**config.mk**
```make
export PLATFORM = sky130hd
export DESIGN_NAME = operand_fetch_latch
export DESIGN_NICKNAME = d
export VERILOG_FILES = /design/src/rtl/operand_fetch_pkg.sv /design/src/rtl/operand_index_adder.sv /design/src/rtl/operand_fetch_latch.sv
export SDC_FILE = /design/constraint.sdc
export NUM_CORES = 1
export LEC_CHECK = 0
export CAP_MARGIN = 5
export CORE_MARGIN = 5
export CORE_UTILIZATION = 48
export CTS_CLUSTER_DIAMETER = 80
export CTS_CLUSTER_SIZE = 25
export DETAILED_ROUTE_END_ITERATION = 8
export PLACE_DENSITY = 0.85
export SYNTH_ARGS = -nofsm -noshare
export SYNTH_HDL_FRONTEND = slang
export SYNTH_SLANG_ARGS = --single-unit
```
**constraint.sdc**
```tcl
create_clock -name clk -period 4.3 [get_ports clk]
set_clock_uncertainty 0.2 [all_clocks]
set_input_delay 0.86 -clock clk [delete_from_list [all_inputs] [get_ports clk]]
set_output_delay 0.86 -clock clk [all_outputs]
set_load 0.05 [all_outputs]
```
**src/rtl/operand_fetch_pkg.sv**
```systemverilog
// Shared state encoding and operand-length bounds for the operand fetch latch.
package operand_fetch_pkg;

    typedef enum logic [1:0] {
        IDLE  = 2'd0,
        FETCH = 2'd1,
        VALID = 2'd2
    } fetch_state_t;

    localparam int MIN_OPERAND_BYTES = 1;
    localparam int MAX_OPERAND_BYTES = 4;

    function automatic bit len_is_legal(input int len, input int max_bytes);
        return (len >= MIN_OPERAND_BYTES) && (len <= max_bytes);
    endfunction

    function automatic bit max_bytes_is_legal(input int max_bytes);
        return (max_bytes >= MIN_OPERAND_BYTES) && (max_bytes <= MAX_OPERAND_BYTES);
    endfunction

endpackage

```
**src/rtl/operand_index_adder.sv**
```systemverilog
// Indexed effective address: zero-page wrap for one-byte operands, full-width add
// with byte-0 carry detection for multi-byte operands.
module operand_index_adder
    import operand_fetch_pkg::*;
#(
    parameter int DATA_W    = 8,
    parameter int MAX_BYTES = 2,
    parameter int CNT_W     = $clog2(MAX_BYTES + 1)
) (
    input  logic [MAX_BYTES*DATA_W-1:0] operand,
    input  logic [CNT_W-1:0]            len_q,
    input  logic [DATA_W-1:0]           idx,
    input  logic                        idx_en,
    output logic [MAX_BYTES*DATA_W-1:0] ea,
    output logic                        page_cross
);

    localparam int OPW = MAX_BYTES * DATA_W;

    logic [DATA_W:0] low_sum;
    logic [OPW-1:0]  full_sum;
    logic [OPW-1:0]  page0_ea;

    assign low_sum = {1'b0, operand[DATA_W-1:0]} + {1'b0, idx};

    generate
        if (MAX_BYTES > 1) begin : g_multi
            assign full_sum = operand + {{(OPW-DATA_W){1'b0}}, idx};
            assign page0_ea = {{(OPW-DATA_W){1'b0}}, low_sum[DATA_W-1:0]};
        end else begin : g_single
            assign full_sum = low_sum[DATA_W-1:0];
            assign page0_ea = low_sum[DATA_W-1:0];
        end
    endgenerate

    // len_q of 0 only occurs in IDLE with a zeroed operand, so pass it through.
    always_comb begin
        ea         = operand;
        page_cross = 1'b0;
        if (idx_en) begin
            if (32'(len_q) == 32'd1) begin
                ea = page0_ea;
            end else if (32'(len_q) >= 32'd2) begin
                ea         = full_sum;
                page_cross = low_sum[DATA_W];
            end
        end
    end

endmodule

```
**src/rtl/operand_fetch_latch.sv**
```systemverilog
// Byte-count operand assembler: captures len little-endian bytes from the data bus
// after a start, then holds the operand valid and feeds the indexed address adder.
module operand_fetch_latch
    import operand_fetch_pkg::*;
#(
    parameter int DATA_W    = 8,
    parameter int MAX_BYTES = 2,
    localparam int CNT_W    = $clog2(MAX_BYTES + 1)
) (
    input  logic                        clk,
    input  logic                        resb,
    input  logic                        start,
    input  logic [CNT_W-1:0]            len,
    input  logic                        load,
    input  logic [DATA_W-1:0]           db_in,
    input  logic                        clear,
    input  logic [DATA_W-1:0]           idx,
    input  logic                        idx_en,
    output logic                        busy,
    output logic                        valid,
    output logic                        done,
    output logic                        err,
    output logic [CNT_W-1:0]            byte_idx,
    output logic [MAX_BYTES*DATA_W-1:0] operand,
    output logic [DATA_W-1:0]           db_out,
    output logic [MAX_BYTES*DATA_W-1:0] ea,
    output logic                        page_cross
);

    generate
        if (!max_bytes_is_legal(MAX_BYTES)) begin : g_bad_max_bytes
            $error("operand_fetch_latch: MAX_BYTES out of range");
        end
    endgenerate

    fetch_state_t            state_reg;
    logic [CNT_W-1:0]        byte_idx_reg;
    logic [CNT_W-1:0]        len_q_reg;
    logic                    valid_reg;
    logic                    done_reg;
    logic                    err_reg;
    logic                    busy_reg;
    logic [DATA_W-1:0]       byte_reg [MAX_BYTES];

    logic start_legal;
    logic load_accept;
    logic bytes_zero;
    logic last_byte;

    // clear outranks start, and any start (legal or not) swallows a same-cycle load.
    always_comb begin
        start_legal = start && len_is_legal(32'(len), MAX_BYTES);
        load_accept = !clear && !start && load && (state_reg == FETCH);
        bytes_zero  = clear || start_legal;
        last_byte   = (byte_idx_reg == (len_q_reg - CNT_W'(1)));
    end

    genvar gi;
    generate
        for (gi = 0; gi < MAX_BYTES; gi++) begin : g_byte
            always_ff @(posedge clk or negedge resb) begin
                if (!resb) begin
                    byte_reg[gi] <= '0;
                end else if (bytes_zero) begin
                    byte_reg[gi] <= '0;
                end else if (load_accept && (byte_idx_reg == CNT_W'(gi))) begin
                    byte_reg[gi] <= db_in;
                end
            end
            assign operand[gi*DATA_W +: DATA_W] = byte_reg[gi];
        end
    endgenerate

    always_ff @(posedge clk or negedge resb) begin
        if (!resb) begin
            state_reg    <= IDLE;
            byte_idx_reg <= '0;
            len_q_reg    <= '0;
            valid_reg    <= 1'b0;
            done_reg     <= 1'b0;
            err_reg      <= 1'b0;
            busy_reg     <= 1'b0;
        end else begin
            done_reg <= 1'b0;
            err_reg  <= 1'b0;
            if (clear) begin
                state_reg    <= IDLE;
                byte_idx_reg <= '0;
                len_q_reg    <= '0;
                valid_reg    <= 1'b0;
                busy_reg     <= 1'b0;
            end else if (start) begin
                if (start_legal) begin
                    state_reg    <= FETCH;
                    byte_idx_reg <= '0;
                    len_q_reg    <= len;
                    valid_reg    <= 1'b0;
                    busy_reg     <= 1'b1;
                end else begin
                    err_reg <= 1'b1;
                end
            end else if (load_accept) begin
                byte_idx_reg <= byte_idx_reg + CNT_W'(1);
                if (last_byte) begin
                    state_reg <= VALID;
                    valid_reg <= 1'b1;
                    done_reg  <= 1'b1;
                    busy_reg  <= 1'b0;
                end
            end
        end
    end

    assign busy     = busy_reg;
    assign valid    = valid_reg;
    assign done     = done_reg;
    assign err      = err_reg;
    assign byte_idx = byte_idx_reg;
    assign db_out   = byte_reg[0];

    operand_index_adder #(
        .DATA_W    (DATA_W),
        .MAX_BYTES (MAX_BYTES),
        .CNT_W     (CNT_W)
    ) u_index_adder (
        .operand    (operand),
        .len_q      (len_q_reg),
        .idx        (idx),
        .idx_en     (idx_en),
        .ea         (ea),
        .page_cross (page_cross)
    );

endmodule

```
Word-level counts from Yosys, hierarchy flattened
Index checks and enable logic that the tools add are counted.
Cells by class
  magnitude comparators: 3
  shifts and indexed selects: 0
  eq/ne operators: 5
  mux-type cells: 39
  bitwise logic cells: 0
  add/subtract/negate cells: 4
  div/mod/pow operators: 0
  reduce and logical (&&, ||, !) cells: 20
  multipliers: 0
Operator list (count)
  16-bit 2-to-1 mux: 3
  8-bit 2-to-1 mux: 4
  2-bit 2-to-1 mux: 12
  1-bit 2-to-1 mux: 20
  16-bit by 8-bit adder with 16-bit output: 1
  8-bit by 8-bit adder with 9-bit output: 1
  2-bit nonzero test: 4
  1-bit logical AND: 7
  2-bit by 1-bit == test with 1-bit output, second input constant: 3
  3-bit nonzero test: 2
  2-bit AND reduction: 2
  3-bit by 1-bit != test with 1-bit output, second input constant: 1
  3-bit AND reduction: 1
  2-bit by 1-bit adder with 2-bit output, second input constant: 1
  2-bit == test: 1
  2-bit by 1-bit greater-or-equal comparator with 1-bit output, second input constant: 1
  2-bit greater-or-equal comparator, second input constant: 1
  2-bit less-or-equal comparator, second input constant: 1
  1-bit logical NOT: 2
  2-bit logical NOT: 1
  2-bit by 1-bit subtractor with 2-bit output, second input constant: 1
  1-bit logical OR: 1
Storage, ports and cells
  logic and storage cells: 80
  register bits after elaboration: 26
  ROM bits: 0
  latch bits: 0
  memory bits (writable): 0
  memories: 0
  input bits: 24

Logic depth before layout (Yosys ltp)
Gate-level depths: netlist (run 1).
  depth in word-level cells: 7
  gate-level depth with buffers: 8
  gate-level depth less buffers: 6

Cells and area by module
From an unflattened synthesis (run 1), not the netlist that was laid out.
Unflattened totals
  cells, all modules: 202
  area total of the unflattened synthesis: 1816.7 um2
Modules (own cells, without submodules)
  operand_fetch_latch: instances 1, cells each 124, area an instance 1224.9 um2, seq. area each 600.6 um2
  operand_index_adder: instances 1, cells each 78, area an instance 591.8 um2, seq. area each 0.0 um2

Least setup slack after synthesis (run 1)
No wires, ideal clock.
  kind: input to output
  start: input port idx[0]
  end: output port ea[6]
  arrival: 3114 ps
  path slack: 126 ps
  required time: 3240 ps
  buffers on the path: 0
  stages on the path: 6
  cell sequence: ha_1 > fa_1 > a211oi_1 > o21ai_0 > xnor2_1 > o21ai_0
On the way
  cells in the longest elaborated chain, start to end: 4
RTL lines
  start, declared: RTL line operand_fetch_latch.sv:17  | input logic [DATA_W-1:0] idx,
  16-bit by 8-bit adder with 16-bit output: RTL line operand_index_adder.sv:28  | assign full_sum = operand + {{(OPW-DATA_W){1'b0}}, idx};
  16-bit 2-to-1 mux: RTL line operand_index_adder.sv:43  | end else if (32'(len_q) >= 32'd2) begin
  16-bit 2-to-1 mux (*): RTL line operand_index_adder.sv:41  | if (32'(len_q) == 32'd1) begin
  16-bit 2-to-1 mux (*): RTL line operand_index_adder.sv:40  | if (idx_en) begin
  end, declared: RTL line operand_fetch_latch.sv:26  | output logic [MAX_BYTES*DATA_W-1:0] ea,
Mark *: on every way between the ends. The rest lies on a longest branch, timed or not.

Worst setup path after layout (run 1)
  start: input port idx[1]
  end: output port ea[7]
Same word-level chain as after synthesis.

==> results of run 1 <==
[worst paths after layout]
check                           slack [ns]                        to                startpoint
min in group asynchronous             0.96  state_reg[1]$_DFFE_PN0P_                      resb
worst max-delay path                  0.13                     ea[7]                    idx[1]
max in group asynchronous             2.32   operand[13]$_DFFE_PN0P_                      resb
worst max register to register        2.32  state_reg[0]$_DFFE_PN0P_  len_q_reg[0]$_DFFE_PN0P_
worst min register to register        0.34  state_reg[1]$_DFFE_PN0P_  state_reg[1]$_DFFE_PN0P_
worst min-delay path                  0.34  state_reg[1]$_DFFE_PN0P_  state_reg[1]$_DFFE_PN0P_
[synthesized netlist by cell type (3+ instances only)]
cell      count
a211o_1       3
a211oi_1      3
a21o_1        4
a21oi_1      13
and3_1        4
buf_2         4
buf_4         8
clkbuf_1      6
dfrtp_1      24
ha_1         12
inv_1         6
mux2i_1      20
nand2_1      24
nand2b_1      8
nand3_1       7
nor2_1       23
o21ai_0       9
o22ai_1       3
xnor2_1       3
xor2_1        5
[power by group through the flow]
stage | clock network [mW] | registers [mW] | logic [mW]
finish | 0.147 | 0.234 | 0.150
global route | 0.160 | 0.235 | 0.160
CTS | 0.152 | 0.234 | 0.150
detailed placement | 0 | 0.238 | 0.150
global placement | 0 | 0.238 | 0.146
floorplan | 0 | 0.246 | 0.0734
[layout make-up]
class                   instances  area [um2]  share of cell area (%)
well taps                      50        62.6                    2.23
clock buffers                   4        55.1                    1.96
flip-flops and latches         24         601                    21.4
multi-input cells             174        1210                    43.1
repair buffers                 73         856                    30.5
inverters                       6        22.5                   0.802
[placed cells by master, fill, tap and decap left out, types with 6 or more instances in the layout]
cell,n
clkdlybuf4s50_1,53
ha_1,12
nand2b_1,8
buf_4,6
dfrtp_1,24
nand2_1,24
mux2i_1,20
nor2_1,23
nand3_1,7
o21ai_0,9
inv_1,6
a21oi_1,13
buf_12,14
[through the flow]
step	hold slack, ns	power (mW)	util, %	instance area, um2	instances
final	0.340	0.531	70.7	2810	331
after global routing	0.385	0.555	70.7	2810	331
after CTS	0.337	0.536	70.5	2800	331
after detailed placement	0.321	0.388	69.2	2750	327
after global placement	0.309	0.384	69.2	2750	327
after floorplan	0.350	0.320	-	1940	223
[worst register-to-register path, stage by stage (launching register included)]
cell,delay (ns)
dfrtp_1,0.41
inv_1,0.08
ha_1,0.31
xor2_1,0.14
nor4_1,0.46
nand2b_1,0.18
a21oi_1,0.07
[cells by family after synthesis]
family,Yosys count,synth area share (%)
flops,24,31.0
compound gates,52,18.3
xor+xnor,8,3.61
simple gates,79,19.9
mux,22,11.5
buf+inv,25,6.90
fa+ha+maj,13,8.77
[metal layers]
| metal | up-vias | GRT usage, % |
|---|---|---|
| met4 | 0 | 4.02 |
| met5 | - | 0 |
| met1 | 886 | 26.5 |
| li1 | 916 | - |
| met2 | 63 | 35.2 |
| met3 | 6 | 2.46 |
[repair_timing]
item | CTS | global route
setup buffers | 0 | 0
setup endpoints to repair | 0 | 3
gates resized for setup | 0 | 1
==> results.md, run 1 <==
* Later-pin clock latency in the skew report at 0.26 ns
* CP top delay family: compound AO/OA/AOI/OAI gates
* Hold path depth at 1
* Area growth syn-to-layout at 44.7%
* Post-layout min period at 4.17 ns
* Post-Syn Area at 0.00194 mm2
* Clock Tree Buf Depth at 2
* Post-synth EDFFs at 0
* Flop pwr share at 44.0%
* Avg WL per Cell at 16.0 um
* PwrDens at around 190 mW/mm2
* CP startpoint kind: input port
* M1 WL at 2260 um
* CP peak stage delay at 0.47 ns
* Top cells by area, synth: dfrtp_1, mux2i_1, ha_1
* Pre-antenna DRT Iters at 4
* Clock sinks at 24
* Hpwl dp at 4310 um
* Setup CP Type: in -> out
* Area leader, netlist: dfrtp_1
* Core Area at roughly 0.004 mm2
* DR WL met2 at ~2700 um
* P_int at 0.375 mW
* Total gr overflow at 0
* Req. time, crit path at 3.24 ns
* Max-cap violations at 0
* Status: complete, no violations
* DR vias/cell at roughly 5.7
* Period Utilization, post-route at 97.0%
* YS warnings at 0
* H-tree levels at 1
* Hold buffers post-CTS at 0
* TNS Setup at 0 ns
* NumNets Final at 319
* Clock-pin slew of the registers on the worst-case setup and hold paths at 0.08 ns
* Sw Ratio at between 20 and 30%
* Initial antenna violation count at 0
* CTS buffer count at 3
* Distinct cell type count of the synthesized netlist at 44
* Site Rows at 23
* Fraction of layout cells with a size suffix above 1 at 11.4%
* Crit path buf inv count at 2
* Maximum vdd ir drop at 0.270 mV
* Synth Flop Type: dfrtp_1
* I/O Buffers at 70
* Top Metal Used: met4
* Final wirelength at between 5000 and 6000 um
* RSZ-0062 raised after global routing: no
* Die area at 0.00541 mm2
* Combinational Power Share at between 20% and 30%
* Setup crit end kind: primary output
* Largest net degree at the start of global routing at 25
* Maximum clock rate at between 200 and 250 MHz
* Clock power frac at 27.7%
* Hold crit path type: reg -> reg
* Post-DRT Antenna Nets at 0
* # setup viols final at 0
* Worst rel slew slack at 31.3%
* Layout fillers at 313
* Dpl ws at 0.116 ns
* Average cell area after synthesis at around 8.7 um2
* Max Transition Viols Final at 0
* Switch Pwr at 0.156 mW
* Seq cells post-synth at 24
* Via count at 1871
* CP max stage cell: a2111oi_0
* Chip height at 73.6 um
* DIE WIDTH at 73.6 um
* Starting DRT DRC Count at 201
* Share of the synthesized area in the top cell type at 31.0%
* Drt drc at 0
* Final worst-path setup slack at about 0.13 ns
* Seq/Total Area, Yosys at 31.0%
* Worst Path Max Fanout at 3
* Worst path depth at 7
* Starting Density at 48.8%
* Number of global-route vias before repair at roughly 1800
* Routed met3 length at approximately 300 um
* GPL Wtd Cong at approximately 0.92
* Ant diodes at 0
* Ports at 71
* Post-synthesis cell count at 223
* Pleak at 1.36 nW
* Fin. Hold Viols at 0
* CP cell instances: clkdlybuf4s50_1, ha_1, a211o_1, a211o_1, a2111oi_0, a211oi_1, buf_12
* First-pass GRT wire length at about 8700 um
* Global-route usage over all layers at 20.1%
* CTS tree: yes
* Post-synth ARST share at 100%
* Mapped Nets at 260
* Most used cell, CP: a211o_1
* Reg2reg path depth at 6
* CTS Root Cell: clkbuf_8
* CP Data Arrival Time at 3.11 ns
* Worst Max-Slew Pin Slew at 1.03 ns
(Power assumes the default switching activity.)
==> inputs of run 2 (changes only) <==
--- a/config.mk
+++ b/config.mk
@@ -5,13 +5,15 @@
 export SDC_FILE = /design/constraint.sdc
 export NUM_CORES = 1
 export LEC_CHECK = 0
+export ABC_AREA = 1
 export CAP_MARGIN = 5
 export CORE_MARGIN = 5
-export CORE_UTILIZATION = 48
+export CORE_UTILIZATION = 49
 export CTS_CLUSTER_DIAMETER = 80
 export CTS_CLUSTER_SIZE = 25
 export DETAILED_ROUTE_END_ITERATION = 8
-export PLACE_DENSITY = 0.85
+export PLACE_DENSITY = 0.86
+export RECOVER_POWER = 100
 export SYNTH_ARGS = -nofsm -noshare
 export SYNTH_HDL_FRONTEND = slang
 export SYNTH_SLANG_ARGS = --single-unit
==> run 2 against run 1 <==
Against the previous run:
- critical path depth up 2
- die area up 1.4%
- utilization down 6.4 points
- hold slack worse by 0.028 ns
- sequential share of layout area up 2.0 points
- clock-buffer cell count unchanged
- setup slack better by 0.11 ns
- sequential power up 14%
- total power up 46%
- critical endpoint is now ea[6]
- highest routed layer unchanged
==> results.md, run 2 <==
* Status: complete, no violations
* Average cell area after synthesis at about 7.0 um2
* Post-synth ARST share at 100%
* Ports at 71
* Most common cell in the netlist: nand2_1
* Via count at 2069
* Pre-antenna DRT Iters at 4
* Largest net degree at the start of global routing at 25
* Drt drc at 0
* Post-synthesis cell count at 286
* Total gr overflow at 0
* DR vias/cell at ~5.2
* Pleak at 1.37 nW
* Post-layout min period at 4.06 ns
* Req. time, crit path at 3.24 ns
* TNS Setup at 0 ns
* Area leader, netlist: dfrtp_1
* Max-cap violations at 0
* Setup crit end kind: primary output
* YS warnings at 0
* CP startpoint kind: input port
* Hpwl dp at 4390 um
* Most frequent cells in the layout: nand2_1, dlygate4sd3_1, inv_1
* Most common cell after layout, fill and taps aside: nand2_1
* Fraction of layout cells with a size suffix above 1 at 6.02%
* Chip height at 74.1 um
* Hold crit path type: reg -> reg
* Hold buffers post-CTS at 0
* DIE WIDTH at 74.1 um
* Area growth syn-to-layout at 27.7%
* Die area at 0.00549 mm2
* Distinct cell type count of the synthesized netlist at 31
* Finished Cell Area at between 0.002 and 0.003 mm2
* I/O Buffers at 70
* Starting Density at 50.3%
* Synth Flop Type: dfrtp_1
* Post-synth EDFFs at 0
* Maximum clock rate at 246 MHz
* First-pass GRT wire length at 8910 um
* Setup CP Type: in -> out
* NumNets Final at roughly 390
* # setup viols final at 0
* CP Data Arrival Time at 3.00 ns
* Hold_ws at 0.312 ns
* Post-Syn Area at 0.00201 mm2
* Clock sinks at 24
* Max Transition Viols Final at 0
* Period Utilization, post-route at 94.4%
* CTS Root Cell: clkbuf_8
* CTS tree: yes
* Maximum vdd ir drop at 0.199 mV
* H-tree levels at 1
* Global-route usage over all layers at roughly a fifth
* Seq cells post-synth at 24
* Clock Tree Buf Depth at 2
* Cts repair resizes at 0
* Clock-pin slew of the registers on the worst-case setup and hold paths at 0.08 ns
* Tot Pwr at about 0.77 mW
* Layout fillers at about 390
* Worst Path Max Fanout at 3
* Post-CTS Setup Bufs at 0
* Seq/Total Area, Yosys at approximately 30%
* Mapped Nets at 323
* Share of the synthesized area in the top cell type at 29.8%
* RSZ-0062 raised after global routing: no
* Initial antenna violation count at 0
* Starting DRT DRC Count at 135
* PwrDens at 301 mW/mm2
* Core Area at 0.00400 mm2
* Ant diodes at 0
* Fin. Hold Viols at 0
* Top cells by area, synth: dfrtp_1, nand2_1, o21ai_2
* Number of global-route vias before repair at 2000
* GPL Wtd Cong at 0.883
* Worst rel slew slack at 25.9%
* CTS buffer count at 3
* Site Rows at 23
* Synth top cells by count: nand2_1, inv_1, nand3_1
* Later-pin clock latency in the skew report at 0.27 ns
* Placed inst area at 0.00280 mm2
* Worst Max-Slew Pin Slew at 1.11 ns
* Final wirelength at between 5000 and 6000 um
* Post-DRT Antenna Nets at 0
* Avg WL per Cell at 13.9 um
[run 2: routing by layer]
metal / part of all wire (%) / routed length [um] / vias up / track usage (%)
met4: 2.5 / 139 / 0 / 9.05
li1: - / - / 1036 / -
met5: 0 / 0 / - / 0
met1: 38 / 2130 / 947 / 24.0
met2: 52 / 2900 / 71 / 39.0
met3: 7.1 / 393 / 15 / 2.03
[run 2: stage by stage]
| stage | std cells | util, % | worst slack (ns) |
|---|---|---|---|
| 5_1_grt | 399 | 64.3 | 0.0788 |
| 2_1_floorplan | 286 | - | 0.511 |
| 4_1_cts | 399 | 71.3 | 0.388 |
| 3_5_place_dp | 395 | 69.9 | 0.388 |
| 3_3_place_gp | 395 | 69.9 | 0.454 |
| 6_report | 399 | 64.3 | 0.239 |
[run 2: cell type report]
cell class / instances / area [um2] / share of cell area, %
clock buffers: 4 / 55.1 / 2.14
inverters: 32 / 120 / 4.67
multi-input cells: 218 / 1090 / 42.3
flip-flops and latches: 24 / 601 / 23.4
well taps: 50 / 62.6 / 2.43
repair buffers: 71 / 646 / 25.1
[run 2: cells by family (layout without fill, tap and decap cells)]
kind of cell / Yosys count / after routing / share of synthesized area (%)
xor+xnor: 4 / 4 / 1.74
buf+inv: 44 / 107 / 10.8
flops: 24 / 24 / 29.8
fa+ha+maj: 13 / 13 / 8.45
compound gates: 41 / 41 / 15.1
simple gates: 160 / 160 / 34.1
[run 2: path summary, 6_finish.rpt]
| check | slack (ns) | end | cells after the start | start |
|---|---|---|---|---|
| setup / recovery | 0.24 | ea[6] | 9 | idx[0] |
| hold / removal | 0.31 | state_reg[1]$_DFFE_PN0P_ | 2 | state_reg[1]$_DFFE_PN0P_ |
| setup reg to reg | 2.11 | operand[11]$_DFFE_PN0P_ | 4 | byte_idx[1]$_DFFE_PN0P_ |
| hold reg to reg | 0.31 | state_reg[1]$_DFFE_PN0P_ | 2 | state_reg[1]$_DFFE_PN0P_ |
| max in group asynchronous | 2.24 | db_out[2]$_DFFE_PN0P_ | 1 | resb |
| min in group asynchronous | 1.02 | len_q_reg[1]$_DFFE_PN0P_ | 1 | resb |
[run 2: critical path, cell delays in order]
cell and delay, ns:
clkdlybuf4s50_1 0.41, ha_1 0.24, fa_1 0.43, nand2_1 0.10
nand3_1 0.09, nand3_1 0.11, nand3_1 0.09, a31oi_1 0.18
clkbuf_1 0.49
[run 2: power by group]
| group | internal (mW) | leakage, nW | switching (mW) |
|---|---|---|---|
| clock | 0.0818 | 0.0288 | 0.0727 |
| combinational | 0.104 | 1.02 | 0.250 |
| sequential | 0.241 | 0.320 | 0.0248 |
